===== config.mk =====
export PLATFORM = sky130hd
export DESIGN_NAME = instr_issue
export DESIGN_NICKNAME = d
export VERILOG_FILES = /design/src/rtl/instr_issue.sv
export SDC_FILE = /design/constraint.sdc
export NUM_CORES = 1
export LEC_CHECK = 0
export BUFFER_PORTS_ARGS = -buffer_cell sky130_fd_sc_hd__clkbuf_2
export CAP_MARGIN = 20
export CORE_ASPECT_RATIO = 0.75
export CORE_MARGIN = 8
export CORE_UTILIZATION = 60
export CTS_CLUSTER_DIAMETER = 120
export DETAILED_ROUTE_END_ITERATION = 12
export HOLD_SLACK_MARGIN = 0.12
export MAX_ROUTING_LAYER = met4
export PLACE_DENSITY = 0.78
export RECOVER_POWER = 100
export SLEW_MARGIN = 20
export SYNTH_ARGS = -nofsm -noshare
export SYNTH_HDL_FRONTEND = slang
export SYNTH_SLANG_ARGS = --single-unit

===== constraint.sdc =====
create_clock -name clk -period 4.28 [get_ports clk]
set_input_delay 0.856 -clock clk [delete_from_list [all_inputs] [get_ports clk]]
set_output_delay 0.856 -clock clk [all_outputs]
set_load 0.01 [all_outputs]

===== src/rtl/instr_issue.sv =====
// Program memory plus a small sequencer that issues opcode/operand words to the
// execute stage under a valid/ready handshake, then reports done.
module instr_issue #(
    parameter int DEPTH  = 16,
    parameter int ADDR_W = 4
) (
    input  logic              clk,
    input  logic              reset,
    input  logic              prog_we,
    input  logic [ADDR_W-1:0] prog_addr,
    input  logic [17:0]       prog_data,
    input  logic [ADDR_W:0]   prog_len,
    input  logic              start,
    input  logic              instr_ready,
    output logic              instr_valid,
    output logic [1:0]        opcode,
    output logic [7:0]        operand1,
    output logic [7:0]        operand2,
    output logic [ADDR_W-1:0] pc,
    output logic              busy,
    output logic              done
);

    typedef enum logic [1:0] {
        S_IDLE,
        S_FETCH,
        S_ISSUE,
        S_DONE
    } state_e;

    localparam logic [ADDR_W:0] LEN_MAX = (ADDR_W+1)'(DEPTH);

    state_e            state_q;
    logic [17:0]       mem_q [DEPTH];
    logic [ADDR_W:0]   len_q;
    logic [ADDR_W:0]   len_d;
    logic [ADDR_W-1:0] pc_q;
    logic [1:0]        opcode_q;
    logic [7:0]        operand1_q;
    logic [7:0]        operand2_q;
    logic              valid_q;
    logic              busy_q;
    logic              done_q;
    logic              mem_we;
    logic              last_instr;

    assign len_d      = (prog_len > LEN_MAX) ? LEN_MAX : prog_len;
    assign mem_we     = prog_we && ((state_q == S_IDLE) || (state_q == S_DONE));
    assign last_instr = ({1'b0, pc_q} == (len_q - 1'b1));

    // NOTE: the program memory has no reset so a reset mid-run keeps the loaded
    // program; sequential state is always updated with non-blocking assignments.
    always_ff @(posedge clk) begin
        if (mem_we) begin
            mem_q[prog_addr] <= prog_data;
        end
    end

    always_ff @(posedge clk) begin
        if (!reset) begin
            state_q    <= S_IDLE;
            len_q      <= '0;
            pc_q       <= '0;
            opcode_q   <= '0;
            operand1_q <= '0;
            operand2_q <= '0;
            valid_q    <= 1'b0;
            busy_q     <= 1'b0;
            done_q     <= 1'b0;
        end else begin
            unique case (state_q)
                S_IDLE, S_DONE: begin
                    if (start) begin
                        len_q <= len_d;
                        pc_q  <= '0;
                        if (len_d == '0) begin
                            state_q <= S_DONE;
                            busy_q  <= 1'b0;
                            done_q  <= 1'b1;
                        end else begin
                            state_q <= S_FETCH;
                            busy_q  <= 1'b1;
                            done_q  <= 1'b0;
                        end
                    end
                end
                S_FETCH: begin
                    {opcode_q, operand1_q, operand2_q} <= mem_q[pc_q];
                    valid_q <= 1'b1;
                    state_q <= S_ISSUE;
                end
                S_ISSUE: begin
                    // Outputs hold until the consumer takes the word.
                    if (instr_ready) begin
                        valid_q <= 1'b0;
                        if (last_instr) begin
                            state_q <= S_DONE;
                            busy_q  <= 1'b0;
                            done_q  <= 1'b1;
                        end else begin
                            pc_q    <= pc_q + 1'b1;
                            state_q <= S_FETCH;
                        end
                    end
                end
                default: state_q <= S_IDLE;
            endcase
        end
    end

    assign instr_valid = valid_q;
    assign opcode      = opcode_q;
    assign operand1    = operand1_q;
    assign operand2    = operand2_q;
    assign pc          = pc_q;
    assign busy        = busy_q;
    assign done        = done_q;

endmodule


; ---- After elaboration in Yosys (flattened, before gate mapping)
; Memory sizes are Yosys's and may differ from the RTL's. A register that Yosys moved wholly into a read port is not among the register bits.
; Cells that the tools add are included.
[word_totals]
in_bits = 32
register_bits = 14
mem_count = 1
mem_bits_rw = 288
[memory_table]
columns = memory, words, width, read_ports, rd_clocked_by_memory_dff, wr, line_no
row1 = mem_q, 16, 18, 1, 1, 1, 34  ; logic [17:0] mem_q [DEPTH];
[classes]
magnitude_cmp = 1
mux = 24
n_eq_ne = 8
reduce_logical = 13
addsub = 2
[op_table]
columns = cell, count
row1 = $mux 4, 3
row2 = $mux 1, 11
row3 = $mux 2, 4
row4 = $ne 2x2->1 const B, 4
row5 = $pmux 4 s2, 1
row6 = $reduce_and 4->1, 2
row7 = $pmux 1 s2, 3
row8 = $pmux 2 s3, 1
row9 = $reduce_and 2->1, 3
row10 = $eq 4x5->1, 1
row11 = $gt 5x5->1 const B, 1
row12 = $logic_not 5->1, 1
row13 = $mux 5, 1
row14 = $sub 5x1->5 const B, 1
row15 = $add 4x1->4 const B, 1
row16 = $eq 2x2->1 const B, 2
row17 = $reduce_bool 2->1, 2
row18 = $eq 2x1->1 const B, 1
row19 = $logic_not 2->1, 1
row20 = $reduce_or 2->1, 1
row21 = $logic_and 1x1->1, 1
row22 = $logic_not 1->1, 1
row23 = $logic_or 1x1->1, 1

; ---- Logic depth before layout (Yosys ltp)
[depth]
ltp_word = 6
ltp_mapped = 8
depth_no_buf = 7

; ---- Worst setup path after synthesis
; No wires, ideal clock.
[synth_path]
kind = register -> register
startpoint = reg state_q[0]
endpoint = mem mem_q[0][0] (enable)
arrival_time_ns = 2.628
stages_incl_launch_ff = 7
required_time_ns = 3.864
path_slack_ns = 1.236
setup_time_ns = 0.416
cell_sequence = dfxtp_1 inv_1 ha_1 clkbuf_1 nand2_1 or3_1 nor3_1
[synth_via]
elab_chain_cells = 5
elab_cells_between_ends = 6
[synth_rtl]
columns = element, line_no
row1 = "start, declared", 33  ; state_e state_q;
row2 = "start signal, assigned", 61  ; state_q <= S_IDLE;
row3 = "start signal, assigned", 77  ; state_q <= S_DONE;
row4 = "start signal, assigned", 81  ; state_q <= S_FETCH;
row5 = $eq 2x2->1 / $logic_not 2->1 (equally long branches), 48  ; assign mem_we = prog_we && ((state_q == S_IDLE) || (state_q == S_DONE));
row6 = $logic_or 1x1->1 (*), 48
row7 = $logic_and 1x1->1 (*), 48
row8 = $mux 1 (*), 54  ; if (mem_we) begin
row9 = $mux 1 (not written as such) (*), 55  ; mem_q[prog_addr] <= prog_data;
row10 = "end, declared", 34
; Mark *: on every way between the ends. The rest lies on a longest branch, timed or not.

; ---- Worst setup path after layout
[layout_path]
startpoint = reg state_q[0]
endpoint = mem mem_q[4][3] (enable)
; Same word-level chain as after synthesis.

==> run_results.csv <==
group,metric,value,unit
power,vdd_ir_drop_max,0.437,mV
route,route.detailed.drc,0,
placed_design,gp_congestion,0.903,
global_route,grt.overflow.total,0,
sta,fin_skew,0.0100,ns
sta,relSlewSlack,-34.1,%
synthesis,synth_seq_area_share,74.8,%
clocking,clk_latency,0.55,ns
global_route,grt_pass1_vias,6537,
setup_path,crit_slowest_cell,"nor2_1",
route,wl_per_cell,26.7,µm
power,seq_power_share,49.6,%
power,switching_power,1.65,mW
clocking,cts.repair.resized,0,
setup_path,crit_fanout,18,
cells_and_area,design_area,14000,µm²
synthesis,synth_compound_area_share,4.64,%
route,vias,6329,
cells_and_area,drive_gt1_share,20.0,%
run_status,outcome,"finished with violations",
global_route,antenna_found_initial,0,
clocking,cts_buffers,30,
placed_design,dp_hpwl,16000,µm
global_route,grt_usage,21.3,%
clocking,htree_num_levels,1,
power,intPower,5.66,mW
route,drt-total-wl,26300,µm
floorplan,coreArea,20300,µm²
floorplan,initial_utilization,61.2,%
synthesis,synth_top_family_by_area,"multiplexers",
cells_and_area,fin_util,68.9,%
synthesis,ys_ff_latch,320,
power,pwr-share-comb,10.5,%
clocking,holdBufCountCts,0,
setup_path,start_kind,"register",
min_path,whs_path_depth,2,
setup_path,critPathTopFamily,"simple AND/OR/NAND/NOR gates",
setup_path,required,4.42,ns
clocking,clkTransAtPathRegs,0.06,ns
setup_path,worst-path-buf-inv,1,
synthesis,syn_avg_cell_area,19.9,µm²
floorplan,dieArea,25600,µm²
synthesis,synth.cell_area,12400,µm²
run,maxCapViolations,7,
clocking,tritoncts,"yes",
route,dr.pass1.iters,5,
synthesis,synth_mux_area_share,13.1,%
cells_and_area,nets,738,
route,vias_per_cell,6.44,
power,p_leak,4.50,nW
clocking,clockBufferDepth,3,
global_route,grt_max_degree,49,
global_route,grt_pass1_wl,40000,µm
floorplan,boundaryPins,57,
floorplan,floorplan.rows,45,
sta,setup_viol,0,
floorplan,die_y,141,µm
setup_path,crit_path_end_kind,"register",
clocking,cts.sinks,320,
sta,worst_pin_slew,2.00,ns
sta,period_needed,3.35,ns
synthesis,synthCells,625,
floorplan,die_x,182,µm
setup_path,reg2reg_depth,5,
run_status,violations,"max-capacitance violations, max-slew violations",
route,dr.first_iter.drc_count,690,
sta,hold_slack,0.471,ns
synthesis,ys_warn_count,0,
setup_path,crit_chain,"inv_1 -> ha_1 -> nand2_1 -> or3_1 -> nor2_1",
sta,max_freq,0.298,GHz
synthesis,synthAdderAreaFrac,0.504,%
power,netSwitchingFraction,22.6,%
sta,finalSetupTns,0,ns
sta,drv_slew,133,
sta,rsz0062_at_grt,"false",
placed_design,portBuffers,56,
synthesis,synth_cell_type_count,46,
power,power,7.31,mW
power,power_frac_clock,40.0,%
sta,min_period_over_period,78.4,%
setup_path,cp.depth,5,
min_path,hold_class,"reg2reg",
sta,hold_violations,0,
cells_and_area,syn_to_final_growth,12.5,%
clocking,root_buffer,"clkbuf_16",
cells_and_area,diodes,0,
setup_path,worstSetupPathType,"reg2reg",
setup_path,arrival,3.49,ns
route,antenna_left,0,
synthesis,yosys.area_share.simple,4.60,%
placed_design,place_area,13000,µm²
clocking,postCtsSetupBuffers,0,
power,power_density,523,nW/µm²
synthesis,synth-xor-area-share,0.534,%
setup_path,slowest_delay,1.48,ns
synthesis,synth_nets,662,
## layout make-up
class / instances / area, µm²
clock inverters: 18 / 267
inverters: 8 / 30.0
multi-input cells: 264 / 2870
clock buffers: 38 / 842
flip-flops and latches: 320 / 9290
well taps: 258 / 323
fillers: 1293 / 6300
repair buffers: 77 / 348
## stage by stage
step           setup slack (ns)  instances
6_report                  0.926        983
5_1_grt                   0.700        983
4_1_cts                    1.44        980
3_5_place_dp               1.46        924
3_3_place_gp               1.53        924
2_1_floorplan              1.24        625
## final timing paths
kind | start | to | slack (ns)
min reg2reg | opcode[1]$_SDFFE_PN0P_ | opcode[1]$_SDFFE_PN0P_ | 0.47
max reg2reg | state_q[0]$_SDFFE_PN0P_ | mem_q[4][3]$_DFFE_PP_ | 0.93
max | state_q[0]$_SDFFE_PN0P_ | mem_q[4][3]$_DFFE_PP_ | 0.93
min | opcode[1]$_SDFFE_PN0P_ | opcode[1]$_SDFFE_PN0P_ | 0.47
## routing by layer
| layer | share of wire (%) | up-vias | track usage (%) |
|---|---|---|---|
| met3 | 8.2 | 45 | 4.11 |
| met4 | 1.9 | 0 | 4.95 |
| met5 | 0 | - | - |
| met2 | 47 | 300 | 33.1 |
| li1 | - | 2711 | - |
| met1 | 43 | 3273 | 29.3 |
## worst reg2reg max path, cell delays in order (launching register included)
cell,delay [ns]
dfxtp_1,0.38
inv_1,0.06
ha_1,0.46
nand2_1,0.13
or3_1,0.41
nor2_1,1.48
## cell usage after synthesis, drive strengths merged
master    n  area [µm²]
dfxtp    32         641
nor3b     4        30.0
o211a     2        20.0
edfxtp  288        8650
nor2b     6        37.5
nand3b   18         135
or4       1        7.51
nand2    32         120
buf      15         130
inv       8        30.0
xor2      1        8.76
and2      3        18.8
nand4     1        6.26
o22ai     3        25.0
nor3      6        30.0
or3b      1        8.76
nor4b     1        15.0
a211o     1        8.76
a31o      1        8.76
a31oi     2        18.8
a211oi    1        7.51
ha        5        62.6
or3       2        12.5
clkbuf   18        67.6
o21ai    21         105
xor3      1        23.8
a22o     36         315
xnor2     3        33.8
nand2b    5        31.3
nand3     3        15.0
and3      1        6.26
mux4     72        1620
a21oi     4        20.0
a21boi    2        15.0
a311oi    1        8.76
a22oi     1        7.51
nor2     20        75.1
nor4      1        21.3
o211ai    2        15.0
## power groups by stage
| stage | Sequential (mW) | Clock (mW) | Combinational (mW) |
|---|---|---|---|
| 3_5_place_dp | 3.69 | 0 | 0.802 |
| 3_3_place_gp | 3.68 | 0 | 0.779 |
| 2_1_floorplan | 3.69 | 0 | 0.527 |
| 6_report | 3.62 | 2.92 | 0.766 |
| 5_1_grt | 3.64 | 3.06 | 0.831 |
| 4_1_cts | 3.63 | 2.94 | 0.807 |
## sequential cells by signal, summed over array words and instances (netlist names)
signal	flops
state_q	2
busy	1
done	1
mem_q	288
len_q	5
pc	4
instr_valid	1
operand2	8
operand1	8
opcode	2
## cells by family (layout without fill, tap and decap cells)
kind of cell / count (synthesis) / in the layout
adder cells (fa/ha/maj): 5 / 5
buffers and inverters: 41 / 141
multiplexers: 72 / 72
flip-flops: 320 / 320
XOR/XNOR: 5 / 5
AO/OA/AOI/OAI: 77 / 77
AND/OR/NAND/NOR: 105 / 105
## placed cells by master, fill, tap and decap left out, drive strengths merged, types with 2 or more instances in the layout
cell,synthesis,layout
mux4,72,72
nand3b,18,18
ha,5,5
a21oi,4,4
and2,3,3
o21ai,21,21
nand3,3,3
nand2,32,32
o211ai,2,2
nor3,6,6
buf,15,8
nor2,20,20
clkinv,0,10
o211a,2,2
nor2b,6,6
edfxtp,288,288
a22o,36,36
a21boi,2,2
nand2b,5,5
clkbuf,18,107
xnor2,3,3
o22ai,3,3
bufinv,0,7
inv,8,8
nor3b,4,4
or3,2,2
dfxtp,32,32
a31oi,2,2
No activity file was read; power rests on OpenSTA's default activity.
